$ cat src/rtl/sd_arb_pkg.sv
// Shared types and constants for the SD-card SPI bus arbiter.
// States, owner encodings and the idle levels driven onto the SD pins.
package sd_arb_pkg;

    typedef enum logic [1:0] {
        IDLE    = 2'd0,
        GRANT0  = 2'd1,
        GRANT1  = 2'd2,
        RELEASE = 2'd3
    } arb_state_e;

    localparam logic OWNER_MCU = 1'b0;
    localparam logic OWNER_GST = 1'b1;

    localparam logic CS_IDLE   = 1'b1;
    localparam logic SCK_IDLE  = 1'b0;
    localparam logic MOSI_IDLE = 1'b1;

endpackage

$ cat src/rtl/sd_arb_timer.sv
// Loadable counter with a terminal flag.
// Counts up or down depending on COUNT_UP, and holds at the terminal value
// instead of wrapping. The terminal value is an input: the down-counting
// instance ties it to zero.
module sd_arb_timer #(
    parameter int unsigned WIDTH    = 4,
    parameter bit          COUNT_UP = 1'b0
) (
    input  logic             clk,
    input  logic             reset_n,
    input  logic             load_i,
    input  logic [WIDTH-1:0] load_val_i,
    input  logic             en_i,
    input  logic [WIDTH-1:0] term_val_i,
    output logic             term_o
);

    logic [WIDTH-1:0] count_q, count_d;

    assign term_o = (count_q == term_val_i);

    // Load has priority; counting stops once the terminal value is reached.
    always_comb begin
        count_d = count_q;
        if (load_i) begin
            count_d = load_val_i;
        end else if (en_i && !term_o) begin
            count_d = COUNT_UP ? (count_q + WIDTH'(1)) : (count_q - WIDTH'(1));
        end
    end

    // Counter register.
    always_ff @(posedge clk or negedge reset_n) begin
        if (!reset_n) begin
            count_q <= '0;
        end else begin
            count_q <= count_d;
        end
    end

endmodule

$ cat src/rtl/sd_spi_arbiter.sv
// Round-robin arbiter sharing one SD-card SPI bus between the control MCU
// (requester 0) and the guest core (requester 1). Ownership changes only
// through RELEASE, which holds the pins idle for IDLE_GAP cycles.
// Optional feature: define SD_ARB_TIMEOUT_EN to revoke a grant when the owner
// leaves cs/sck frozen for TIMEOUT cycles while the other side is waiting.
module sd_spi_arbiter
    import sd_arb_pkg::*;
#(
    parameter int unsigned IDLE_GAP = 8,
    parameter int unsigned TIMEOUT  = 65535
) (
    input  logic clk,
    input  logic reset_n,
    input  logic mcu_req,
    input  logic gst_req,
    output logic mcu_gnt,
    output logic gst_gnt,
    input  logic mcu_cs,
    input  logic mcu_sck,
    input  logic mcu_mosi,
    input  logic gst_cs,
    input  logic gst_sck,
    input  logic gst_mosi,
    output logic mcu_miso,
    output logic gst_miso,
    output logic sd_cs,
    output logic sd_sck,
    output logic sd_mosi,
    input  logic sd_miso,
    output logic owner,
    output logic busy,
    output logic timeout_pulse
);

    localparam int unsigned GAP_W = $clog2(IDLE_GAP + 1);

    arb_state_e state_q, state_d;
    logic [1:0] gnt_q, gnt_d;           // bit 0 = MCU, bit 1 = guest
    logic       owner_q, owner_d;
    logic       last_q, last_d;         // requester served most recently
    logic       cs_q, sck_q, mosi_q;
    logic [1:0] req_eff;
    logic       gap_term;
    logic       to_fire;

`ifdef SD_ARB_TIMEOUT_EN
    localparam int unsigned TO_W = $clog2(TIMEOUT + 1);

    logic [1:0] blocked_q, blocked_d;   // revoked owner stays out until req drops
    logic       tp_q;
    logic       prev_cs_q, prev_sck_q;
    logic       in_grant, sel_gst, own_cs, own_sck, other_req, changed, to_term;

    assign in_grant  = (state_q == GRANT0) || (state_q == GRANT1);
    assign sel_gst   = (state_q == GRANT1);
    assign own_cs    = sel_gst ? gst_cs  : mcu_cs;
    assign own_sck   = sel_gst ? gst_sck : mcu_sck;
    assign other_req = sel_gst ? mcu_req : gst_req;
    assign changed   = (own_cs != prev_cs_q) || (own_sck != prev_sck_q);
    assign req_eff   = {gst_req, mcu_req} & ~blocked_q;

    sd_arb_timer #(.WIDTH(TO_W), .COUNT_UP(1'b1)) u_timeout (
        .clk        (clk),
        .reset_n    (reset_n),
        .load_i     (!in_grant || changed),
        .load_val_i ('0),
        .en_i       (in_grant && other_req && !changed),
        .term_val_i (TO_W'(TIMEOUT)),
        .term_o     (to_term)
    );

    // Block a revoked requester until it lets go of its request.
    always_comb begin
        blocked_d = blocked_q & {gst_req, mcu_req};
        if (to_fire) begin
            blocked_d[owner_q] = 1'b1;
        end
    end

    // Activity history, blocking flags and the revocation pulse.
    always_ff @(posedge clk or negedge reset_n) begin
        if (!reset_n) begin
            prev_cs_q  <= CS_IDLE;
            prev_sck_q <= SCK_IDLE;
            blocked_q  <= 2'b00;
            tp_q       <= 1'b0;
        end else begin
            prev_cs_q  <= own_cs;
            prev_sck_q <= own_sck;
            blocked_q  <= blocked_d;
            tp_q       <= to_fire;
        end
    end

    assign timeout_pulse = tp_q;
`else
    assign req_eff       = {gst_req, mcu_req};
    assign timeout_pulse = 1'b0;
`endif

    sd_arb_timer #(.WIDTH(GAP_W), .COUNT_UP(1'b0)) u_gap (
        .clk        (clk),
        .reset_n    (reset_n),
        .load_i     ((state_d == RELEASE) && (state_q != RELEASE)),
        .load_val_i (GAP_W'(IDLE_GAP - 1)),
        .en_i       (state_q == RELEASE),
        .term_val_i ('0),
        .term_o     (gap_term)
    );

    // Next-state, round-robin choice and grant decode.
    always_comb begin
        state_d = state_q;
        owner_d = owner_q;
        last_d  = last_q;
        to_fire = 1'b0;
        case (state_q)
            IDLE: begin
                if (req_eff[0] && (!req_eff[1] || last_q == OWNER_GST)) begin
                    state_d = GRANT0;
                    owner_d = OWNER_MCU;
                end else if (req_eff[1]) begin
                    state_d = GRANT1;
                    owner_d = OWNER_GST;
                end
            end
            GRANT0: begin
                if (!mcu_req) begin
                    state_d = RELEASE;
                    last_d  = OWNER_MCU;
                end
`ifdef SD_ARB_TIMEOUT_EN
                else if (to_term) begin
                    state_d = RELEASE;
                    last_d  = OWNER_MCU;
                    to_fire = 1'b1;
                end
`endif
            end
            GRANT1: begin
                if (!gst_req) begin
                    state_d = RELEASE;
                    last_d  = OWNER_GST;
                end
`ifdef SD_ARB_TIMEOUT_EN
                else if (to_term) begin
                    state_d = RELEASE;
                    last_d  = OWNER_GST;
                    to_fire = 1'b1;
                end
`endif
            end
            RELEASE: begin
                if (gap_term) begin
                    state_d = IDLE;
                end
            end
            default: state_d = IDLE;
        endcase
        // The grant lags state entry by one cycle but drops with it.
        gnt_d[0] = (state_q == GRANT0) && (state_d == GRANT0);
        gnt_d[1] = (state_q == GRANT1) && (state_d == GRANT1);
    end

    // State, grant and pin registers; pins follow the granted requester only.
    always_ff @(posedge clk or negedge reset_n) begin
        if (!reset_n) begin
            state_q <= IDLE;
            gnt_q   <= 2'b00;
            owner_q <= OWNER_MCU;
            last_q  <= OWNER_GST;
            cs_q    <= CS_IDLE;
            sck_q   <= SCK_IDLE;
            mosi_q  <= MOSI_IDLE;
        end else begin
            state_q <= state_d;
            gnt_q   <= gnt_d;
            owner_q <= owner_d;
            last_q  <= last_d;
            if (gnt_q[0]) begin
                cs_q   <= mcu_cs;
                sck_q  <= mcu_sck;
                mosi_q <= mcu_mosi;
            end else if (gnt_q[1]) begin
                cs_q   <= gst_cs;
                sck_q  <= gst_sck;
                mosi_q <= gst_mosi;
            end else begin
                cs_q   <= CS_IDLE;
                sck_q  <= SCK_IDLE;
                mosi_q <= MOSI_IDLE;
            end
        end
    end

    assign mcu_gnt  = gnt_q[0];
    assign gst_gnt  = gnt_q[1];
    assign mcu_miso = gnt_q[0] ? sd_miso : 1'b1;
    assign gst_miso = gnt_q[1] ? sd_miso : 1'b1;
    assign sd_cs    = cs_q;
    assign sd_sck   = sck_q;
    assign sd_mosi  = mosi_q;
    assign owner    = owner_q;
    assign busy     = (state_q != IDLE);

endmodule

$ cat config.mk
export PLATFORM = sky130hd
export DESIGN_NAME = sd_spi_arbiter
export DESIGN_NICKNAME = d
export VERILOG_FILES = /design/src/rtl/sd_arb_pkg.sv /design/src/rtl/sd_arb_timer.sv /design/src/rtl/sd_spi_arbiter.sv
export SDC_FILE = /design/constraint.sdc
export NUM_CORES = 1
export LEC_CHECK = 0
export ABC_AREA = 1
export BUFFER_PORTS_ARGS = -buffer_cell sky130_fd_sc_hd__buf_2
export CAP_MARGIN = 25
export CORE_MARGIN = 2
export CORE_UTILIZATION = 47
export CTS_BUF_LIST = sky130_fd_sc_hd__clkbuf_8 sky130_fd_sc_hd__clkbuf_16
export DETAILED_ROUTE_END_ITERATION = 10
export PLACE_DENSITY_LB_ADDON = 0.05
export SYNTH_ARGS = -nofsm -noshare
export SYNTH_HDL_FRONTEND = slang
export SYNTH_SLANG_ARGS = --single-unit
$ cat constraint.sdc
create_clock -name clk -period 1.7 [get_ports clk]
set_clock_uncertainty 0.2 [all_clocks]
set_input_delay 0.34 -clock clk [delete_from_list [all_inputs] [get_ports clk]]
set_output_delay 0.34 -clock clk [all_outputs]
set_load 0.01 [all_outputs]
==> results_dict.tcl <==
set metrics [dict create \
    outcome "finished clean" \
    clock.fmax_mhz 642 \
    drtIter0Drc 6 \
    ios 21 \
    row_count 13 \
    cts_made_buffers 3 \
    ir_drop_v 0.00110 \
    fin_crit_sh_pct 91.6 \
    worstReg2RegStart "u_gap.count_q[0]$_DFFE_PN0P_" \
    coreArea_sq_mm 0.00127 \
    cp-startpoint "state_q[0]$_DFF_PN0_" \
    dieWidth_microns 40.6 \
    worstReg2RegEnd "u_gap.count_q[2]$_DFFE_PN0P_" \
    netlist_area_sq_um 628 \
    syn_inst 76 \
    ctsLongestPathBuffers 2 \
    power_leakage_nw 0.429 \
    antenna_cells 0 \
    powerDensity_mw_per_mm2 1700 \
    clock_sinks 13 \
    synth_edf_count 0 \
    grt_pass1_vias 512 \
    seq_area_frac_synth_pct 52.4 \
    maxCapViolCount 0 \
    cp_data_required_time_ps 1160 \
    grt_setup_unrepaired "no" \
    hold_ws_ps 132 \
    firstDrtPassIters 6 \
    start_util_pct 49.5 \
    antenna_found_initial 0 \
    cts_setup_buffers 0 \
    cts_tree "built" \
    grt-ovfl-total 0 \
    fin_nets 112 \
    path_buf_inv 2 \
    track_usage_pct 20.6 \
    drive_above_1_share_pct 32.3 \
    path_delay_family "flip-flops" \
    cp.arrival_ps 1020 \
    hold_class "in -> reg" \
    grt_pass1_wl_microns 2080 \
    vias_per_cell 4.79 \
    synth-seq-cells 13 \
    clk_pin_slew_worst_paths_ps 50 \
    grt_max_degree 14 \
    r2r_cells 7 \
    synth_nets 88 \
    rrSetupSlack_ps 250 \
    min_period_ps 1560 \
    dieArea_sq_mm 0.00164 \
    clk_latency_ps 240 \
    critPathMaxStageDelay_ps 420 \
    report.final.slew_viol_count 0 \
    path_cells "nor2_2 > inv_1 > buf_2" \
    remaining_drc_errors 0 \
    syn_area_per_cell_sq_um 8.26 \
    synthFlopType "dfrtp_1" \
    critPathSlowestCell "dfrtp_1" \
    final_common_cell "buf_2" \
    hold_start "mcu_cs" \
    critPathCaptureType "primary output" \
    final_cell_mix "19 x buf_2, 18 x nand2_1, 14 x inv_1" \
    ys_warn_count 0 \
    port_buffers 19 \
    crit_type "reg -> out" \
    dp_hpwl_microns 950 \
    routedWlPerCell_microns 11.3 \
    async_flop_share_pct 100 \
    whs_path_depth 2 \
    antenna_left 0 \
    worstSetupStartpointType "register" \
    postRouteWirelength_microns 1290 \
    dr_total_vias 546 \
    cts_root_buffer "clkbuf_8" \
    setup_violations 0 \
    worstHoldEndpoint "sd_cs$_DFF_PN1_" \
    critPathMaxFanout 4 \
    fin_setup_tns_ps 0 \
    gp_congestion 0.720 \
    area_delta_synth_final_pct 26.1 \
    synth_cell_types 20 \
    hold_violations 0 \
    cts_max_level 1 \
    fp.dieH_microns 40.6 \
]
## flip-flops by register name, indices dropped and copies added, names as in the netlist
name,flops
u_gap.count_q,4
gnt_q,2
state_q,2
last_q,1
owner,1
sd_cs,1
sd_mosi,1
sd_sck,1
## how the worst max path moves through the flow
stage | slack, ps | depth (start not counted) | to
6_report | 140 | 3 | busy
5_1_grt | 50 | 3 | busy
4_1_cts | 110 | 3 | busy
3_5_place_dp | 270 | 7 | u_gap.count_q[0]$_DFFE_PN0P_
3_3_place_gp | 290 | 7 | u_gap.count_q[0]$_DFFE_PN0P_
2_1_floorplan | 360 | 7 | u_gap.count_q[2]$_DFFE_PN0P_
## final cells by class
type / instances / area (sq um)
multi-input combinational: 47 / 236
inverter: 15 / 57.6
clock inverter: 1 / 3.75
clock buffer: 3 / 41.3
timing repair buffer: 20 / 105
fill: 115 / 477
sequential: 13 / 329
tap: 15 / 18.8
## Yosys cell counts, drive strengths merged, types with 2 or more instances
cell,number,area share [%]
a21oi,2,1.6
dfrtp,10,40
dfstp,3,13
inv,14,8.4
nand2,20,13
nand3,6,4.8
nor2,7,4.2
o21ai,4,4.4
o22a,2,2.8
## where the power goes
part	switching, mW	internal [mW]	leakage, nW
Combinational	0.350	0.212	0.253
Sequential	0.0822	0.438	0.149
Clock	0.102	0.159	0.0269
## kinds of logic (layout without fill, tap and decap cells)
logic type	Yosys count	after routing	share of synthesized area, %
and+or+nand+nor	35	35	23.5
buffers and inverters	16	39	10.4
DFF	13	13	52.4
AOI/OAI and AO/OA	10	10	11.2
other	1	1	0.597
adders and majority gates	1	1	1.99
## metal layers
metal	GRT usage (%)	up-vias	part of all wire [%]
met5	0	-	0
met4	10.8	0	1.5
met3	6.67	2	7.6
met2	36.9	18	50
met1	20.9	245	41
li1	-	281	-
## repair_timing
action / 4_1_cts / 5_1_grt
endpoints found under the hold margin: 10 / 0
gates resized for setup: 0 / 1
endpoints found under the setup margin: 0 / 1
hold buffers: 1 / 0
## metrics by stage
stage | util [%] | area [sq um] | power, mW | setup slack [ps] | cells
floorplan | - | 628 | 0.931 | 361 | 76
global placement | 57.9 | 734 | 1.06 | 294 | 109
detailed placement | 57.9 | 734 | 1.08 | 268 | 109
CTS | 62.2 | 790 | 1.35 | 108 | 114
global route | 62.4 | 792 | 1.48 | 46.0 | 114
finish | 62.4 | 792 | 1.34 | 143 | 114
Power figures use the tool's default switching activity.
